--- src/rtl/uart_dump_pkg.sv ---
// Shared types, ASCII constants and sizing helpers for the UART memory dumper.
package uart_dump_pkg;

   // Top-level control states, in the order a dump walks through them.
   typedef enum logic [2:0] {
      ST_IDLE,
      ST_READ,
      ST_WAIT_DATA,
      ST_EMIT,
      ST_DONE
   } state_t;

   localparam logic [7:0] ASCII_CR    = 8'h0D;
   localparam logic [7:0] ASCII_LF    = 8'h0A;
   localparam logic [7:0] ASCII_COLON = 8'h3A;
   localparam logic [7:0] ASCII_SPACE = 8'h20;

   // Hex digits needed for an address; the address is zero-extended to a nibble boundary.
   function automatic int addr_digits(input int addr_w);
      return (addr_w + 3) / 4;
   endfunction

   // Hex digits needed for one data word.
   function automatic int data_digits(input int data_w);
      return data_w / 4;
   endfunction

   // Bytes in one data word.
   function automatic int data_bytes(input int data_w);
      return data_w / 8;
   endfunction

   // Uppercase ASCII character for one nibble.
   function automatic logic [7:0] nibble_to_ascii(input logic [3:0] nib);
      if (nib < 4'd10) return 8'h30 + {4'h0, nib};
      else             return 8'h37 + {4'h0, nib};
   endfunction

endpackage

--- src/rtl/dump_formatter.sv ---
// Turns one captured memory word into its byte sequence (raw binary or an
// ASCII hex fragment) and hands the bytes to a valid/ready transmitter.
module dump_formatter
   import uart_dump_pkg::*;
#(
   parameter int ADDR_W     = 17,
   parameter int DATA_W     = 32,
   parameter int BIG_ENDIAN = 1
) (
   input  logic              clk,
   input  logic              reset,
   input  logic              load,
   input  logic [DATA_W-1:0] word,
   input  logic [ADDR_W-1:0] addr,
   input  logic              hex,
   input  logic              prefix,
   input  logic              eol,
   input  logic              uart_ready,
   output logic              uart_valid,
   output logic [7:0]        uart_data,
   output logic              word_done
);

   localparam int ADDR_DIGITS = addr_digits(ADDR_W);
   localparam int DATA_DIGITS = data_digits(DATA_W);
   localparam int DATA_BYTES  = data_bytes(DATA_W);
   localparam int AE_W        = 4 * ADDR_DIGITS;

   logic [DATA_W-1:0] word_q;
   logic [ADDR_W-1:0] addr_q;
   logic              hex_q;
   logic              prefix_q;
   logic              eol_q;
   logic [7:0]        idx_q;
   logic              last_byte;
   logic [7:0]        next_byte;

   // Number of bytes this word produces.
   function automatic int word_len(input logic hx, input logic pfx, input logic le);
      if (!hx) return DATA_BYTES;
      return (pfx ? ADDR_DIGITS + 2 : 0) + DATA_DIGITS + (le ? 2 : 1);
   endfunction

   // Byte at position pos of the sequence for word w at address a.
   function automatic logic [7:0] byte_at(input int pos, input logic [DATA_W-1:0] w,
                                          input logic [ADDR_W-1:0] a, input logic hx,
                                          input logic pfx, input logic le);
      logic [AE_W-1:0] a_ext;
      logic [7:0]      r;
      int              p;
      int              sel;
      a_ext = AE_W'(a);
      p     = pos;
      r     = ASCII_SPACE;
      if (!hx) begin
         sel = (BIG_ENDIAN != 0) ? (DATA_BYTES - 1 - p) : p;
         r   = w[8*sel +: 8];
      end else if (pfx && p < ADDR_DIGITS) begin
         r = nibble_to_ascii(a_ext[4*(ADDR_DIGITS-1-p) +: 4]);
      end else if (pfx && p == ADDR_DIGITS) begin
         r = ASCII_COLON;
      end else if (pfx && p == ADDR_DIGITS + 1) begin
         r = ASCII_SPACE;
      end else begin
         if (pfx) p = p - (ADDR_DIGITS + 2);
         if (p < DATA_DIGITS)       r = nibble_to_ascii(w[4*(DATA_DIGITS-1-p) +: 4]);
         else if (p == DATA_DIGITS) r = le ? ASCII_CR : ASCII_SPACE;
         else                       r = ASCII_LF;
      end
      return r;
   endfunction

   assign last_byte = (int'(idx_q) == word_len(hex_q, prefix_q, eol_q) - 1);
   assign next_byte = byte_at(int'(idx_q) + 1, word_q, addr_q, hex_q, prefix_q, eol_q);
   assign word_done = uart_valid && uart_ready && last_byte;

   // Capture the word and its formatting context when a new word arrives.
   // NOTE: these holding registers carry no reset; they are always loaded before use.
   always_ff @(posedge clk) begin
      if (load) begin
         word_q   <= word;
         addr_q   <= addr;
         hex_q    <= hex;
         prefix_q <= prefix;
         eol_q    <= eol;
      end
   end

   // Byte sequencer: present byte 0 on load, advance one byte per accepted transfer.
   // NOTE: sequential state is written with non-blocking assignments only.
   always_ff @(posedge clk) begin
      if (reset) begin
         uart_valid <= 1'b0;
         uart_data  <= 8'h00;
         idx_q      <= 8'd0;
      end else if (load) begin
         uart_valid <= 1'b1;
         uart_data  <= byte_at(0, word, addr, hex, prefix, eol);
         idx_q      <= 8'd0;
      end else if (uart_valid && uart_ready) begin
         if (last_byte) begin
            uart_valid <= 1'b0;
         end else begin
            idx_q     <= idx_q + 8'd1;
            uart_data <= next_byte;
         end
      end
   end

endmodule

--- src/rtl/uart_mem_dump_fmt.sv ---
// Dumps an inclusive word-address range from an Avalon-MM-style read port to a
// valid/ready UART transmitter, as raw bytes or as ASCII hex lines.
module uart_mem_dump_fmt
   import uart_dump_pkg::*;
#(
   parameter int ADDR_W         = 17,
   parameter int DATA_W         = 32,
   parameter int BIG_ENDIAN     = 1,
   parameter int WORDS_PER_LINE = 4
) (
   input  logic              clk,
   input  logic              reset,
   input  logic              start,
   input  logic [ADDR_W-1:0] start_addr,
   input  logic [ADDR_W-1:0] end_addr,
   input  logic              mode_hex,
   output logic              busy,
   output logic              done,
   output logic [ADDR_W-1:0] mem_addr,
   output logic              mem_read,
   input  logic [DATA_W-1:0] mem_data,
   input  logic              mem_waitrequest,
   input  logic              mem_readdatavalid,
   output logic              uart_valid,
   input  logic              uart_ready,
   output logic [7:0]        uart_data
);

   localparam int              LC_W    = (WORDS_PER_LINE > 1) ? $clog2(WORDS_PER_LINE) : 1;
   localparam logic [LC_W-1:0] LC_LAST = LC_W'(WORDS_PER_LINE - 1);

   state_t            state_q, state_d;
   logic [ADDR_W-1:0] cur_q, cur_d;
   logic [ADDR_W-1:0] end_q, end_d;
   logic              hex_q, hex_d;
   logic [LC_W-1:0]   line_q, line_d;
   logic              read_q, read_d;
   logic              busy_q, busy_d;
   logic              done_q, done_d;
   logic              is_last;
   logic              load;
   logic              word_done;

   assign is_last  = (cur_q == end_q);
   assign load     = (state_q == ST_WAIT_DATA) && mem_readdatavalid;

   assign mem_addr = cur_q;
   assign mem_read = read_q;
   assign busy     = busy_q;
   assign done     = done_q;

   // Next-state and next-output logic for the memory side of the dump.
   // NOTE: every signal gets its default first, so no path can infer a latch.
   always_comb begin
      state_d = state_q;
      cur_d   = cur_q;
      end_d   = end_q;
      hex_d   = hex_q;
      line_d  = line_q;
      read_d  = read_q;
      busy_d  = busy_q;
      done_d  = 1'b0;
      case (state_q)
         ST_IDLE: begin
            if (start) begin
               state_d = ST_READ;
               cur_d   = start_addr;
               end_d   = end_addr;
               hex_d   = mode_hex;
               line_d  = '0;
               read_d  = 1'b1;
               busy_d  = 1'b1;
            end
         end
         ST_READ: begin
            if (!mem_waitrequest) begin
               read_d  = 1'b0;
               state_d = ST_WAIT_DATA;
            end
         end
         ST_WAIT_DATA: begin
            if (mem_readdatavalid) state_d = ST_EMIT;
         end
         ST_EMIT: begin
            if (word_done) begin
               if (is_last) begin
                  state_d = ST_DONE;
                  busy_d  = 1'b0;
                  done_d  = 1'b1;
               end else begin
                  state_d = ST_READ;
                  cur_d   = cur_q + 1'b1;
                  line_d  = (line_q == LC_LAST) ? '0 : line_q + 1'b1;
                  read_d  = 1'b1;
               end
            end
         end
         ST_DONE: state_d = ST_IDLE;
         default: state_d = ST_IDLE;
      endcase
   end

   // State and registered-output update.
   always_ff @(posedge clk) begin
      if (reset) begin
         state_q <= ST_IDLE;
         cur_q   <= '0;
         end_q   <= '0;
         hex_q   <= 1'b0;
         line_q  <= '0;
         read_q  <= 1'b0;
         busy_q  <= 1'b0;
         done_q  <= 1'b0;
      end else begin
         state_q <= state_d;
         cur_q   <= cur_d;
         end_q   <= end_d;
         hex_q   <= hex_d;
         line_q  <= line_d;
         read_q  <= read_d;
         busy_q  <= busy_d;
         done_q  <= done_d;
      end
   end

   dump_formatter #(
      .ADDR_W     (ADDR_W),
      .DATA_W     (DATA_W),
      .BIG_ENDIAN (BIG_ENDIAN)
   ) u_fmt (
      .clk        (clk),
      .reset      (reset),
      .load       (load),
      .word       (mem_data),
      .addr       (cur_q),
      .hex        (hex_q),
      .prefix     (line_q == '0),
      .eol        ((line_q == LC_LAST) || is_last),
      .uart_ready (uart_ready),
      .uart_valid (uart_valid),
      .uart_data  (uart_data),
      .word_done  (word_done)
   );

endmodule

--- config.mk ---
export PLATFORM = sky130hd
export DESIGN_NAME = uart_mem_dump_fmt
export DESIGN_NICKNAME = d
export VERILOG_FILES = /design/src/rtl/uart_dump_pkg.sv /design/src/rtl/dump_formatter.sv /design/src/rtl/uart_mem_dump_fmt.sv
export SDC_FILE = /design/constraint.sdc
export NUM_CORES = 1
export LEC_CHECK = 0
export CORE_MARGIN = 1.5
export CORE_UTILIZATION = 40
export CTS_BUF_LIST = sky130_fd_sc_hd__clkbuf_4
export CTS_CLUSTER_DIAMETER = 80
export CTS_CLUSTER_SIZE = 25
export DETAILED_ROUTE_END_ITERATION = 10
export PLACE_DENSITY = 0.58
export SYNTH_ARGS = -nofsm -noshare
export SYNTH_HDL_FRONTEND = slang
export SYNTH_SLANG_ARGS = --single-unit
--- constraint.sdc ---
create_clock -name clk -period 9.6 [get_ports clk]
set_input_delay 1.92 -clock clk [delete_from_list [all_inputs] [get_ports clk]]
set_output_delay 1.92 -clock clk [all_outputs]
set_load 0.03 [all_outputs]
; ---- After elaboration in Yosys (flattened, before gate mapping)
; Index checks and enable logic that the tools add are counted.
[word_totals]
ff_bits = 112
input_bits = 73
output_inout_bits = 29
elab_cells = 145
[classes]
muxes = 57
n_addsub = 19
order_cmp = 6
eq_ne = 17
shifts = 4
bitwise_logic = 3
n_reduce_logical = 23
[ops]
columns = operator, n
row1 = 32-bit two-way mux, 10
row2 = 8-bit two-way mux, 16
row3 = "4-bit by 30-bit subtractor with 30-bit output, first input constant", 3
row4 = "32-bit by 4-bit equality test with 1-bit output, second input constant", 2
row5 = "32-bit by 5-bit equality test with 1-bit output, second input constant", 2
row6 = "32-bit by 5-bit less-than comparator with 1-bit output, second input constant", 2
row7 = 32-bit by 32-bit indexed part select with 4-bit output, 2
row8 = 17-bit two-way mux, 3
row9 = "6-bit by 4-bit adder with 7-bit output, first input constant", 6
row10 = 17-bit case mux with 2 select lines, 1
row11 = 32-bit adder, 1
row12 = "32-bit by 5-bit adder with 32-bit output, second input constant", 1
row13 = 9-bit by 32-bit equality test with 1-bit output, 1
row14 = "32-bit by 4-bit less-than comparator with 1-bit output, second input constant", 1
row15 = 20-bit by 32-bit indexed part select with 4-bit output, 1
row16 = 32-bit by 32-bit indexed part select with 8-bit output, 1
row17 = "32-bit by 2-bit subtractor with 32-bit output, second input constant", 1
row18 = "32-bit by 4-bit subtractor with 32-bit output, second input constant", 1
row19 = "3-bit by 29-bit subtractor with 29-bit output, first input constant", 1
row20 = 3-bit two-way mux, 6
row21 = "17-bit by 1-bit adder with 17-bit output, second input constant", 1
row22 = 17-bit equality test, 1
row23 = "4-bit less-than comparator, second input constant", 3
row24 = 6-bit two-way mux, 2
row25 = 27 further kinds, 60

; ---- Longest topological paths before layout
[logic_depth]
depth_word = 19
ltp_mapped = 19
mapped_depth_nobuf = 15

; ---- By module
; Synthesis repeated with hierarchy kept, for this count alone.
[unflattened]
hier_cells = 794
hier_area_um2 = 7437.1
[modules_own_cells]
columns = module, n_inst, seq_area_each_um2, cells_per_inst, area_each_um2
row1 = dump_formatter, 1, 1901.8, 487, 5056.1
row2 = uart_mem_dump_fmt, 1, 860.8, 307, 2381.0

; ---- Least setup slack after synthesis
; OpenSTA, ideal clock, no wires.
[synth_timing]
path_type = in2reg
start = in mem_readdatavalid
end = reg u_fmt.uart_data[2]
path_stages = 9
t_required_ns = 9.479
t_arrival_ns = 4.737
slack_ns = 4.743
path_cell_list = nand4_1 inv_1 clkbuf_1 nor2_1 o211a_1 nand4_1 nand3_1 a31oi_1 a21oi_1
[synth_via]
elab_chain_cells = 3
word_cells_on_any_way = 5
[synth_rtl]
columns = element, line
row1 = "start, declared", uart_mem_dump_fmt.sv:23  ; input logic mem_readdatavalid,
row2 = 1-bit logical AND (*), uart_mem_dump_fmt.sv:45  ; assign load = (state_q == ST_WAIT_DATA) && mem_readdatavalid;
row3 = via load, uart_mem_dump_fmt.sv:41  ; logic load;
row4 = 2-bit != test (no source line) / 2-bit nonzero test (equally long branches), -
row5 = 2-bit AND reduction (no source line), -
row6 = "end signal, assigned", dump_formatter.sv:98  ; uart_data <= byte_at(0, word, addr, hex, prefix, eol);
row7 = "end signal, assigned", dump_formatter.sv:105  ; uart_data <= next_byte;
row8 = "end, declared", dump_formatter.sv:20  ; output logic [7:0] uart_data,
; Mark *: on every way through the listed nets, which the timed path passes. The rest lies on a longest branch.
; A chain may end at the register's enable or synchronous reset.

; ---- Worst setup path in the final report
[layout_timing]
start = reg u_fmt.prefix_q
end = reg u_fmt.uart_data[4]
[layout_via]
elab_chain_cells = 17
word_cells_on_any_way = 33
[layout_rtl]
columns = element, line
row1 = "start, declared", dump_formatter.sv:32  ; logic prefix_q;
row2 = "start signal, assigned", dump_formatter.sv:84  ; prefix_q <= prefix;
row3 = branches (longest 17 deep; another with 32-bit by 5-bit adder with 32-bit output), -
; Parallel ways; which one is timed is not known. The select of a mux whose other input is x is not followed.

==> flow_summary.toml <==
[setup_path]
cp_cell_sequence = "ha_1 -> or2_2 -> ha_1 -> nor3_1 -> and2_1 -> ha_1 -> xor2_1 -> nand4_1 -> a31oi_1 -> o2111a_1 -> o21ai_0 -> nand3_1 -> o221ai_1 -> a31oi_1"
path_class = "reg2reg"
worstPathMaxFanout = 20
crit_path_top_delay_cell = "o21ai_0"
cp.arrival_ns = 4.95
path_common_cell = "ha_1"
r2r_cells = 14
cp.required_ns = 9.99
critPathMaxStageDelay_ns = 0.96
worstSetupStartpointType = "register"
cp-end-kind = "register"
rr_endpoint = "u_fmt.uart_data[4]"
reg2reg_slack_ns = 5.04
reg2reg_from = "u_fmt.prefix_q"

[sta]
hold_slack_ns = 0.482
rsz0062_at_grt = "no"
fin_setup_tns_ns = 0
finalCriticalPeriod_ns = 4.56
max_slew_margin = 0.235
worstMarginPinSlew_ns = 1.14
layout_worst_path_cycle_share = 0.475
setup_viol = 0
fin_skew_ns = 0.0399
fmax_mhz = 219
fin_ws_ns = 5.04
drv_slew = 0
hold_viol = 0

[cts]
cts_buffer_depth = 2
post_cts_buffers = 0
cts_hold_buf = 0
htreeDepth = 3
cts_tree = "built"
insertion_delay_ns = 0.50
ctsResizeCount = 0
clk_pin_slew_ns = 0.18
clkSinkCount = 112
cts_buffers = 9
cts_root_buffer = "clkbuf_4"

[die]
rows = 46
dieHeight_microns = 131
core_area_sq_um = 15900
io_pins = 102
initial_utilization = 0.411
dieArea_sq_um = 17100
die_x_microns = 131

[yosys]
netlist_area_sq_um = 6550
synthTopCellsByArea = "edfxtp_1 24%, dfxtp_1 18%, mux4_2 6.2%"
syn_inst = 691
synth_ff_type = "dfxtp_1"
synth_enable_flop_cells = 52
synth_fp_nets = 783
synthTopCellsByCount = "91 x nand2_1, 75 x a21oi_1, 60 x dfxtp_1"
seq_area_frac_synth = 0.422
yosysUniqueCellTypes = 73
yosys.cell_count.top_type = "nand2_1"
syn_avg_cell_area_sq_um = 9.47
ys_ff_latch = 112
ys_warn_count = 0
synth_top_area_cell = "edfxtp_1"
async_flop_share = 0
synth_top_cell_area_share = 0.239

[outcome]
outcome = "completed"

[pwr]
seqPwrFrac = 0.576
cellInternalPower_mw = 0.667
p_clk_frac = 0.238
p_per_area_nw_per_um2 = 122
p_sw_mw = 0.287
p_sw_frac = 0.301
pwr-share-comb = 0.186
peakVddDrop_v = 0.0000732
power_leakage_nw = 2.68

[global_routing]
grt_pass1_vias = 5463
grt_pass1_wl_microns = 28800
grt_max_degree = 46
grt_use_total = 0.220
grt_antenna_before_repair = 1
gr-total-overflow = 0

[min_path]
hold_end = "end_q[15]"
min_from = "end_q[15]"
hold_path_depth = 2
hold_path_class = "reg2reg"

[finish]
final_area_sq_um = 7840
multi_input_area_sq_um = 3540
nets = 862
n_fill_cell = 1545
area_growth_pct = 19.8
final-instance-count-excl-fill = 992
regArea_sq_um = 2760
drive_gt1_frac = 0.0800

[routing]
post_drt_via_cell_ratio = 5.64
antenna_left = 0
post-route-drc-count = 0
first_iter_violations = 493
num_vias = 5593
wl_per_cell_microns = 18.3
dr.pass1.iters = 5
totalWireLength_microns = 18100

[placement]
placed_cell_area_sq_um = 7710
dp_hpwl_microns = 13400
dp.cells = 975
gp_congestion = 0.902
pre_cts_slack_ns = 5.16
portBuffers = 101

[flow_run]
cap_violations = 0
==> layout make-up <==
| cell class | instances | share of cell area |
|---|---|---|
| Multi-Input combinational cell | 517 | 0.451 |
| Sequential cell | 112 | 0.352 |
| Timing Repair Buffer | 106 | 0.134 |
| Tap cell | 216 | 0.0345 |
| Inverter | 24 | 0.0115 |
| Clock buffer | 10 | 0.00957 |
| Clock inverter | 6 | 0.00686 |
| Antenna cell | 1 | 0.000319 |
==> critical path, delay by kind of cell (launching register included) <==
family,cells,cell delay (ns)
AND/OR/NAND/NOR,5,1.05
flip-flops,1,0.73
adder cells (fa/ha/maj),3,0.92
XOR/XNOR,1,0.14
AO/OA/AOI/OAI,5,1.64
==> registers in the layout (all words and copies together), names as in the netlist, 2 cells and up <==
name             flops
u_fmt.uart_data      8
line_q               2
u_fmt.addr_q        17
end_q               17
u_fmt.word_q        32
u_fmt.idx_q          8
state_q              3
mem_addr            17
==> worst max path at each step <==
stage	depth (start not counted)	slack (ns)	startpoint	to
after CTS	14	5.13	u_fmt.prefix_q	u_fmt.uart_data[4]
after global routing	14	4.81	u_fmt.prefix_q	u_fmt.uart_data[4]
after floorplan	9	4.74	mem_readdatavalid	u_fmt.uart_data[2]
after detailed placement	14	5.16	u_fmt.prefix_q	u_fmt.uart_data[4]
final	14	5.04	u_fmt.prefix_q	u_fmt.uart_data[4]
after global placement	15	5.30	u_fmt.idx_q[2]	u_fmt.uart_data[2]
==> power groups by stage <==
stage	Clock [mW]	Sequential [mW]	Combinational [mW]
final	0.227	0.549	0.177
after global placement	0	0.559	0.174
after CTS	0.236	0.549	0.178
after detailed placement	0	0.560	0.177
after global routing	0.254	0.553	0.193
after floorplan	0	0.566	0.0904
==> cell families after synthesis <==
group                      synth area share
and+or+nand+nor                       0.182
AOI/OAI and AO/OA                     0.174
DFF                                   0.422
buffers and inverters                0.0386
xor gates and xnor gates             0.0638
muxes                                0.0837
adders and majority gates            0.0363
==> cell usage in the layout (no fill, tap or decap), drive strengths merged, types with 8 or more instances in the layout <==
master           n
clkdlybuf4s50  101
nand4           12
nor3            24
clkbuf          10
mux4            18
edfxtp          52
nor2            59
dfxtp           60
mux2i           12
xnor2           32
ha              19
a31oi           13
a21oi           76
o21ai           25
inv             26
xor2             8
nand2           91
nand3           22
==> stage by stage <==
| stage | power (mW) | utilization |
|---|---|---|
| floorplan | 0.656 | - |
| global placement | 0.733 | 0.484 |
| detailed placement | 0.737 | 0.484 |
| CTS | 0.963 | 0.492 |
| global route | 0.999 | 0.492 |
| finish | 0.954 | 0.492 |
==> per-layer routing <==
layer / part of all wire / track usage / vias up
met3: 0.052 / 0.0472 / 21
met5: 0 / 0 / -
met1: 0.46 / 0.299 / 2713
li1: - / - / 2700
met2: 0.48 / 0.355 / 159
met4: 0.016 / 0.0666 / 0
(Power assumes the default switching activity.)
